<file path="config.mk">
export PLATFORM = sky130hd
export DESIGN_NAME = myproject_mul_share_sched
export DESIGN_NICKNAME = d
export VERILOG_FILES = /design/src/rtl/myproject_mul_share_sched.sv
export SDC_FILE = /design/constraint.sdc
export NUM_CORES = 1
export LEC_CHECK = 0
export CORE_MARGIN = 2
export CORE_UTILIZATION = 50
export DETAILED_ROUTE_END_ITERATION = 8
export HOLD_SLACK_MARGIN = 0.05
export PLACE_DENSITY = 0.74
export SYNTH_ARGS = -nofsm -noshare
export SYNTH_HDL_FRONTEND = slang
export SYNTH_SLANG_ARGS = --single-unit
</file>
<file path="constraint.sdc">
create_clock -name ap_clk -period 6.5 [get_ports ap_clk]
set_clock_uncertainty 0.15 [all_clocks]
set_input_delay 1.95 -clock ap_clk [delete_from_list [all_inputs] [get_ports ap_clk]]
set_output_delay 1.95 -clock ap_clk [all_outputs]
set_load 0.02 [all_outputs]
</file>
<file path="src/rtl/myproject_mul_share_sched.sv">
// Round-robin share of one signed multiplier among NUM_REQ requesters; result MUL_LATENCY ce-cycles after accept.
// Backpressure only on the request side (one grant per cycle, none while ce=0); results are never stalled.
module myproject_mul_share_sched #(
  parameter int NUM_REQ     = 4,
  parameter int DIN_WIDTH   = 16,
  parameter int DOUT_WIDTH  = 26,
  parameter int MUL_LATENCY = 3,
  parameter int ID_WIDTH    = 2,
  parameter int CNT_WIDTH   = $clog2(MUL_LATENCY + 1)
) (
  input  logic                           ap_clk,
  input  logic                           ap_rst_n,
  input  logic                           ce,
  input  logic [NUM_REQ-1:0]             req_valid,
  output logic [NUM_REQ-1:0]             req_ready,
  input  logic [NUM_REQ*DIN_WIDTH-1:0]   req_a,
  input  logic [NUM_REQ*DIN_WIDTH-1:0]   req_b,
  output logic                           rsp_valid,
  output logic [ID_WIDTH-1:0]            rsp_id,
  output logic [DOUT_WIDTH-1:0]          rsp_dout,
  output logic [CNT_WIDTH-1:0]           inflight,
  output logic                           idle
);

  typedef struct packed {
    logic                  vld;
    logic [ID_WIDTH-1:0]   id;
    logic [DOUT_WIDTH-1:0] dat;
  } ent_t;

  logic [ID_WIDTH-1:0]  rr_ptr;
  logic [ID_WIDTH-1:0]  gnt_idx;
  logic                 xfer;
  logic [DIN_WIDTH-1:0] sel_a;
  logic [DIN_WIDTH-1:0] sel_b;

  // Two passes: requesters at or above rr_ptr first, then the wrapped-around ones.
  always_comb begin
    req_ready = '0;
    gnt_idx   = '0;
    xfer      = 1'b0;
    sel_a     = '0;
    sel_b     = '0;
    for (int i = 0; i < NUM_REQ; i++) begin
      if (ce && !xfer && req_valid[i] && (ID_WIDTH'(i) >= rr_ptr)) begin
        xfer         = 1'b1;
        gnt_idx      = ID_WIDTH'(i);
        req_ready[i] = 1'b1;
        sel_a        = req_a[i*DIN_WIDTH +: DIN_WIDTH];
        sel_b        = req_b[i*DIN_WIDTH +: DIN_WIDTH];
      end
    end
    for (int i = 0; i < NUM_REQ; i++) begin
      if (ce && !xfer && req_valid[i]) begin
        xfer         = 1'b1;
        gnt_idx      = ID_WIDTH'(i);
        req_ready[i] = 1'b1;
        sel_a        = req_a[i*DIN_WIDTH +: DIN_WIDTH];
        sel_b        = req_b[i*DIN_WIDTH +: DIN_WIDTH];
      end
    end
  end

  always_ff @(posedge ap_clk or negedge ap_rst_n) begin
    if (!ap_rst_n) begin
      rr_ptr <= '0;
    end else if (ce && xfer) begin
      rr_ptr <= (gnt_idx == ID_WIDTH'(NUM_REQ - 1)) ? '0 : gnt_idx + ID_WIDTH'(1);
    end
  end

  logic                        s1_vld;
  logic [ID_WIDTH-1:0]         s1_id;
  logic signed [DIN_WIDTH-1:0] s1_a;
  logic signed [DIN_WIDTH-1:0] s1_b;

  always_ff @(posedge ap_clk or negedge ap_rst_n) begin
    if (!ap_rst_n) begin
      s1_vld <= 1'b0;
      s1_id  <= '0;
      s1_a   <= '0;
      s1_b   <= '0;
    end else if (ce) begin
      s1_vld <= xfer;
      if (xfer) begin
        s1_id <= gnt_idx;
        s1_a  <= sel_a;
        s1_b  <= sel_b;
      end
    end
  end

  // Low DOUT_WIDTH bits of the product equal those of the sign-extended operands' product.
  logic signed [DOUT_WIDTH-1:0] ext_a;
  logic signed [DOUT_WIDTH-1:0] ext_b;
  logic signed [DOUT_WIDTH-1:0] s1_res;
  assign ext_a  = DOUT_WIDTH'(s1_a);
  assign ext_b  = DOUT_WIDTH'(s1_b);
  assign s1_res = ext_a * ext_b;

  logic                  out_vld;
  logic [ID_WIDTH-1:0]   out_id;
  logic [DOUT_WIDTH-1:0] out_dat;

  if (MUL_LATENCY == 1) begin : g_lat1
    assign out_vld = s1_vld;
    assign out_id  = s1_id;
    assign out_dat = s1_res;
  end else begin : g_pipe
    ent_t pipe [MUL_LATENCY-1];

    always_ff @(posedge ap_clk or negedge ap_rst_n) begin
      if (!ap_rst_n) begin
        for (int k = 0; k < MUL_LATENCY - 1; k++) pipe[k] <= '0;
      end else if (ce) begin
        pipe[0].vld <= s1_vld;
        if (s1_vld) begin
          pipe[0].id  <= s1_id;
          pipe[0].dat <= s1_res;
        end
        for (int k = 1; k < MUL_LATENCY - 1; k++) begin
          pipe[k].vld <= pipe[k-1].vld;
          if (pipe[k-1].vld) begin
            pipe[k].id  <= pipe[k-1].id;
            pipe[k].dat <= pipe[k-1].dat;
          end
        end
      end
    end

    assign out_vld = pipe[MUL_LATENCY-2].vld;
    assign out_id  = pipe[MUL_LATENCY-2].id;
    assign out_dat = pipe[MUL_LATENCY-2].dat;
  end

  // Gating with ce keeps a result visible only in the cycle it actually drains.
  assign rsp_valid = out_vld & ce;
  assign rsp_id    = out_id;
  assign rsp_dout  = out_dat;

  always_ff @(posedge ap_clk or negedge ap_rst_n) begin
    if (!ap_rst_n) begin
      inflight <= '0;
    end else if (ce) begin
      if (xfer && !out_vld) begin
        inflight <= inflight + CNT_WIDTH'(1);
      end else if (!xfer && out_vld) begin
        inflight <= inflight - CNT_WIDTH'(1);
      end
    end
  end

  assign idle = (inflight == '0) && (req_valid == '0);

endmodule

</file>
==> flow_metrics.py, run 1 <==
metrics = {
    "timing": {
        "hold_viol": 0,
        "worstMarginPinSlew_ns": 0.7920,
        "fin_crit_sh_pct": 93.98,
        "hold_ws_ns": 0.3265,
        "rsz0062_at_grt": "no",
        "slew_headroom_pct": 47.01,
        "clock.fmax_ghz": 0.1637,
        "setup_slack_ns": 0.3914,
        "period_needed_ns": 6.109,
        "finalSetupViolations": 0,
        "fin_setup_tns_ns": 0,
        "drv_slew": 0,
    },
    "drt": {
        "wl_per_cell_um": 17.55,
        "dr.pass1.iters": 7,
        "wirelength_mm": 31.58,
        "vias": 9609,
        "drc_errors": 0,
        "viasPerCell": 5.341,
        "drtAntennaViolNets": 0,
        "drt-initial-drc-count": 629,
    },
    "clock_network": {
        "post_cts_resized": 0,
        "hold_buffers": 0,
        "numCtsBuffers": 9,
        "post_cts_buffers": 0,
        "htreeDepth": 3,
        "cts_root_buf": "clkbuf_16",
        "path_clk_slew_ns": 0.08,
        "clock-sinks": 97,
        "clock_latency_ns": 0.37,
        "cts_tree": "yes",
        "clockBufferDepth": 2,
    },
    "outcome": {
        "status": "completed",
    },
    "global_routing": {
        "antenna_found_initial": 1,
        "gr-total-overflow": 0,
        "grt_max_degree": 56,
        "grt_usage_pct": 25.22,
        "grt_pass1_vias": 10325,
        "grt_pass1_wl_mm": 52.18,
    },
    "finish": {
        "final_cells": 1799,
        "drive_above_1_share_pct": 6.263,
        "finalNetCount": 1883,
        "n_antenna_cell": 0,
        "multi_input_area_um2": 8864,
        "fillers": 2182,
        "regArea_um2": 2427,
        "area_growth_pct": 17.52,
    },
    "floorplanning": {
        "die_h_um": 163.2,
        "initial_core_util_pct": 50.64,
        "core_area_um2": 25040,
        "die_area_um2": 26650,
        "num_io_pins": 171,
        "row_count": 58,
        "die_width_um": 163.2,
    },
    "critical_path": {
        "rrSetupSlack_ns": 0.40,
        "cp-end-kind": "output port",
        "worst_ep_arrival_time_ns": 4.01,
        "crit_path_start_kind": "input port",
        "worstPathRequired_ns": 4.40,
        "critPathMaxFanout": 6,
        "critPathKind": "input port to output port",
    },
    "synth": {
        "yosys-top-cells-count": "inv_1 (253), fa_1 (209), nand2_1 (202)",
        "synth-edff-count": 0,
        "syn_nets": 1759,
        "synth_cell_types": 51,
        "async_flop_share_pct": 100.0,
        "post-synth-top-count-cell": "inv_1",
        "yosysWarnings": 0,
        "synth.avg_cell_area_um2": 9.462,
        "yosys.area.top_type_share_pct": 33.00,
        "synth_ff_type": "dfrtp_1",
        "ys_ff_latch": 97,
        "ys_seq_area_share_pct": 19.15,
        "ys_top_cells_by_area": "fa_1 (33%), dfrtp_1 (19%), inv_1 (7.5%), ha_1 (7.4%), and2_1 (6.1%)",
        "synthCells": 1340,
        "synth.largest_area_cell": "fa_1",
        "syn-cell-area_um2": 12680,
    },
    "place": {
        "portBuffers": 170,
        "hpwl_mm": 25.39,
        "place_inst": 1783,
        "place_congestion": 0.8864,
        "post-place-ws_ns": 0.4005,
    },
    "worst_hold_path": {
        "worstHoldPathType": "flip-flop to flip-flop",
    },
    "flow_run": {
        "drv_cap": 0,
    },
}
==> metrics by stage <==
stage / util (%) / instance area, um2
floorplan: - / 12680
global placement: 58.27 / 14590
detailed placement: 58.27 / 14590
CTS: 59.51 / 14900
global route: 59.51 / 14900
finish: 59.51 / 14900
==> layout by cell type, fill, tap and decap left out, types with 2 or more instances in the layout <==
master	Yosys	final
inv_1	253	253
fa_1	209	209
nand2_1	202	201
clkdlybuf4s50_1	0	169
and2_1	124	124
dfrtp_1	97	97
ha_1	75	75
mux2_2	36	36
a222oi_1	32	32
buf_4	28	32
xnor2_1	31	31
nand3_1	29	29
o21ai_1	19	19
a21oi_1	17	17
nor2_1	17	16
o21ai_0	15	15
a21o_1	12	12
xor2_1	10	10
clkbuf_16	0	9
nand2b_1	8	8
a22o_1	7	7
nor3_1	6	6
a211oi_1	6	6
a22oi_1	6	6
o21bai_1	4	4
a211o_1	3	3
o21a_1	3	3
o31ai_1	3	3
a31oi_1	2	2
and3_1	2	2
nand4_1	2	2
mux2i_1	2	2
o211ai_1	2	2
inv_6	0	2
==> logic make-up (layout without fill, tap and decap cells) <==
kind of cell	count (synthesis)	count (layout)	synth area share, %
AOI/OAI and AO/OA	140	140	8.181
xor gates and xnor gates	41	41	2.832
adders and majority gates	284	284	40.40
buffers and inverters	342	471	10.98
DFF	97	97	19.15
muxes	38	38	3.355
and+or+nand+nor	398	398	15.10
==> state kept, by name, summed over array words and instances (netlist names) <==
| register | count |
|---|---|
| g_pipe.pipe | 29 |
| rsp_dout | 26 |
| s1_a | 16 |
| s1_b | 16 |
| inflight | 2 |
| rr_ptr | 2 |
| rsp_id | 2 |
| s1_id | 2 |
| out_vld | 1 |
| s1_vld | 1 |
==> worst max-delay path, cell delays in order <==
cell,delay (ns)
clkdlybuf4s50_1,0.48
a21oi_1,0.16
o21ai_1,0.10
a21oi_1,0.42
a21o_1,0.26
clkdlybuf4s50_1,0.63
==> worst paths after layout <==
| kind | endpoint | depth (start not counted) | startpoint |
|---|---|---|---|
| max | req_ready[0] | 6 | req_valid[0] |
| min | g_pipe.pipe[29] | 2 | g_pipe.pipe[29] |
| max reg2reg | g_pipe.pipe[54] | 18 | s1_b[1] |
| min reg2reg | g_pipe.pipe[29] | 2 | g_pipe.pipe[29] |
| max in group asynchronous | g_pipe.pipe[48] | 2 | ap_rst_n |
| min in group asynchronous | s1_a[1] | 1 | ap_rst_n |
==> final cells by class <==
class	count	share of cell area, %
tap	330	2.771
inverter	254	6.399
clock inverter	5	0.4535
sequential	97	16.29
clock buffer	11	1.629
multi-input combinational	901	59.49
timing repair buffer	201	12.97
==> per-layer routing <==
layer  wire (um)  up-vias  GRT usage [%]
met5          13        -              0
met2       15080      404          43.21
li1            -     4402              -
met3        2825       58          6.247
met4         773        2          6.758
met1       12890     4743          31.96
Power of run 1 is not shown: default switching activity piles up to over one toggle a cycle in this logic, so the estimate is an artifact.
==> run 2: changes to the inputs <==
CORE_UTILIZATION = 41   (was 50)
HOLD_SLACK_MARGIN = 0.06   (was 0.05)
PLACE_DENSITY = not set   (was 0.74)
==> run 2 against run 1 <==
- register-to-register slack gained 0.04 ns
- maximum frequency grew 0.40%
- critical path depth grew 1
- critical path type unchanged
- sequential cell count is the same
- die area grew 21%
- cell count grew 3.8%
- sequential share of layout area shrank 0.14 points
- setup slack gained 0.025 ns
- count of clock-buffer cells in the layout shrank 2
- global-route usage shrank 4.7 points
- highest routed layer is now met4
- largest cell class unchanged
- utilization shrank 10 points
==> flow_metrics.py, run 2 (synthesis gave the netlist of run 1 again) <==
metrics = {
    "drt": {
        "viasPerCell": 4.993,
        "wl_per_cell_um": 17.19,
        "vias": 9326,
        "drtAntennaViolNets": 0,
        "drt-initial-drc-count": 635,
        "dr.pass1.iters": 7,
        "drc_errors": 0,
        "wirelength_mm": 32.11,
    },
    "floorplanning": {
        "die_h_um": 179.9,
        "die_area_um2": 32350,
        "num_io_pins": 171,
        "row_count": 64,
        "initial_core_util_pct": 41.56,
        "core_area_um2": 30510,
        "die_width_um": 179.9,
    },
    "clock_network": {
        "clockBufferDepth": 2,
        "clock-sinks": 97,
        "post_cts_buffers": 0,
        "cts_tree": "yes",
        "post_cts_resized": 0,
        "numCtsBuffers": 9,
        "htreeDepth": 3,
        "cts_root_buf": "clkbuf_16",
        "clock_latency_ns": 0.37,
        "hold_buffers": 0,
        "path_clk_slew_ns": 0.09,
    },
    "finish": {
        "drive_above_1_share_pct": 6.522,
        "final_util_pct": 49.27,
        "final_common_cell": "inv_1",
        "area_growth_pct": 18.56,
        "top_register": "g_pipe.pipe",
        "largest_reg_flops": 29,
        "n_antenna_cell": 0,
        "finalNetCount": 1886,
        "final_cell_mix": "inv_1 (253), fa_1 (209), nand2_1 (201)",
    },
    "critical_path": {
        "critPathKind": "input port to output port",
        "rrSetupSlack_ns": 0.44,
        "worst_ep_arrival_time_ns": 3.98,
        "critPathMaxFanout": 6,
        "r2r-start": "s1_b[1]",
        "worstPathRequired_ns": 4.40,
        "crit_path_start_kind": "input port",
        "r2r_cells": 18,
        "cp-end-kind": "output port",
        "regToRegEndpoint": "g_pipe.pipe[54]",
    },
    "timing": {
        "drv_slew": 0,
        "fin_setup_tns_ns": 0,
        "rsz0062_at_grt": "no",
        "slew_headroom_pct": 53.71,
        "clock.fmax_ghz": 0.1644,
        "finalSetupViolations": 0,
        "period_needed_ns": 6.084,
        "worstMarginPinSlew_ns": 0.6944,
        "hold_viol": 0,
        "fin_crit_sh_pct": 93.60,
        "hold_ws_ns": 0.3303,
    },
    "worst_hold_path": {
        "worstHoldPathType": "flip-flop to flip-flop",
        "min_path_cells": 2,
        "min_to": "g_pipe.pipe[37]",
        "min_from": "g_pipe.pipe[37]",
    },
    "place": {
        "place_congestion": 0.8733,
        "portBuffers": 170,
        "hpwl_mm": 26.05,
    },
    "global_routing": {
        "gr-total-overflow": 0,
        "grt_max_degree": 50,
        "antenna_found_initial": 1,
        "grt_pass1_wl_mm": 52.96,
        "grt_pass1_vias": 9943,
        "grt_usage_pct": 20.50,
    },
    "outcome": {
        "status": "completed",
    },
    "flow_run": {
        "drv_cap": 0,
    },
}
## run 2: worst max-delay path, stage by stage
cell and delay, ns:
clkdlybuf4s50_1 0.48, a21oi_1 0.17, o21ai_1 0.10, a21oi_1 0.33, buf_4 0.21, and2_1 0.14, clkdlybuf4s50_1 0.61
## run 2: how the worst max path moves through the flow
stage | endpoint | start
finish | req_ready[3] | req_valid[0]
detailed placement | req_ready[3] | req_valid[0]
global placement | g_pipe.pipe[54] | s1_b[1]
global route | g_pipe.pipe[54] | s1_b[1]
floorplan | g_pipe.pipe[51] | s1_b[1]
CTS | g_pipe.pipe[54] | s1_b[1]
## run 2: final cells by class
| cell class | instances | area (um2) |
|---|---|---|
| Tap cell | 396 | 495.5 |
| Timing Repair Buffer | 204 | 1954 |
| Clock buffer | 9 | 225.2 |
| Fill cell | 2855 | 15480 |
| Multi-Input combinational cell | 901 | 8864 |
| Sequential cell | 97 | 2427 |
| Clock inverter | 7 | 112.6 |
| Inverter | 254 | 953.4 |
## run 2: metal layers
metal / up-vias / track usage (%) / share of wire [%]
met5: - / 0 / 0
met4: 0 / 3.382 / 1.2
met3: 19 / 3.890 / 6.1
met2: 296 / 33.70 / 46
met1: 4615 / 28.70 / 47
li1: 4396 / - / -
## run 2: metrics by stage
stage / area [um2] / setup WS (ns) / std cells
5_1_grt: 15030 / 0.05659 / 1868
3_3_place_gp: 14690 / 0.4293 / 1852
2_1_floorplan: 12680 / 0.8285 / 1340
6_report: 15030 / 0.4160 / 1868
4_1_cts: 15030 / 0.4338 / 1868
3_5_place_dp: 14690 / 0.4493 / 1852
Power of run 2 is left out for the same reason.
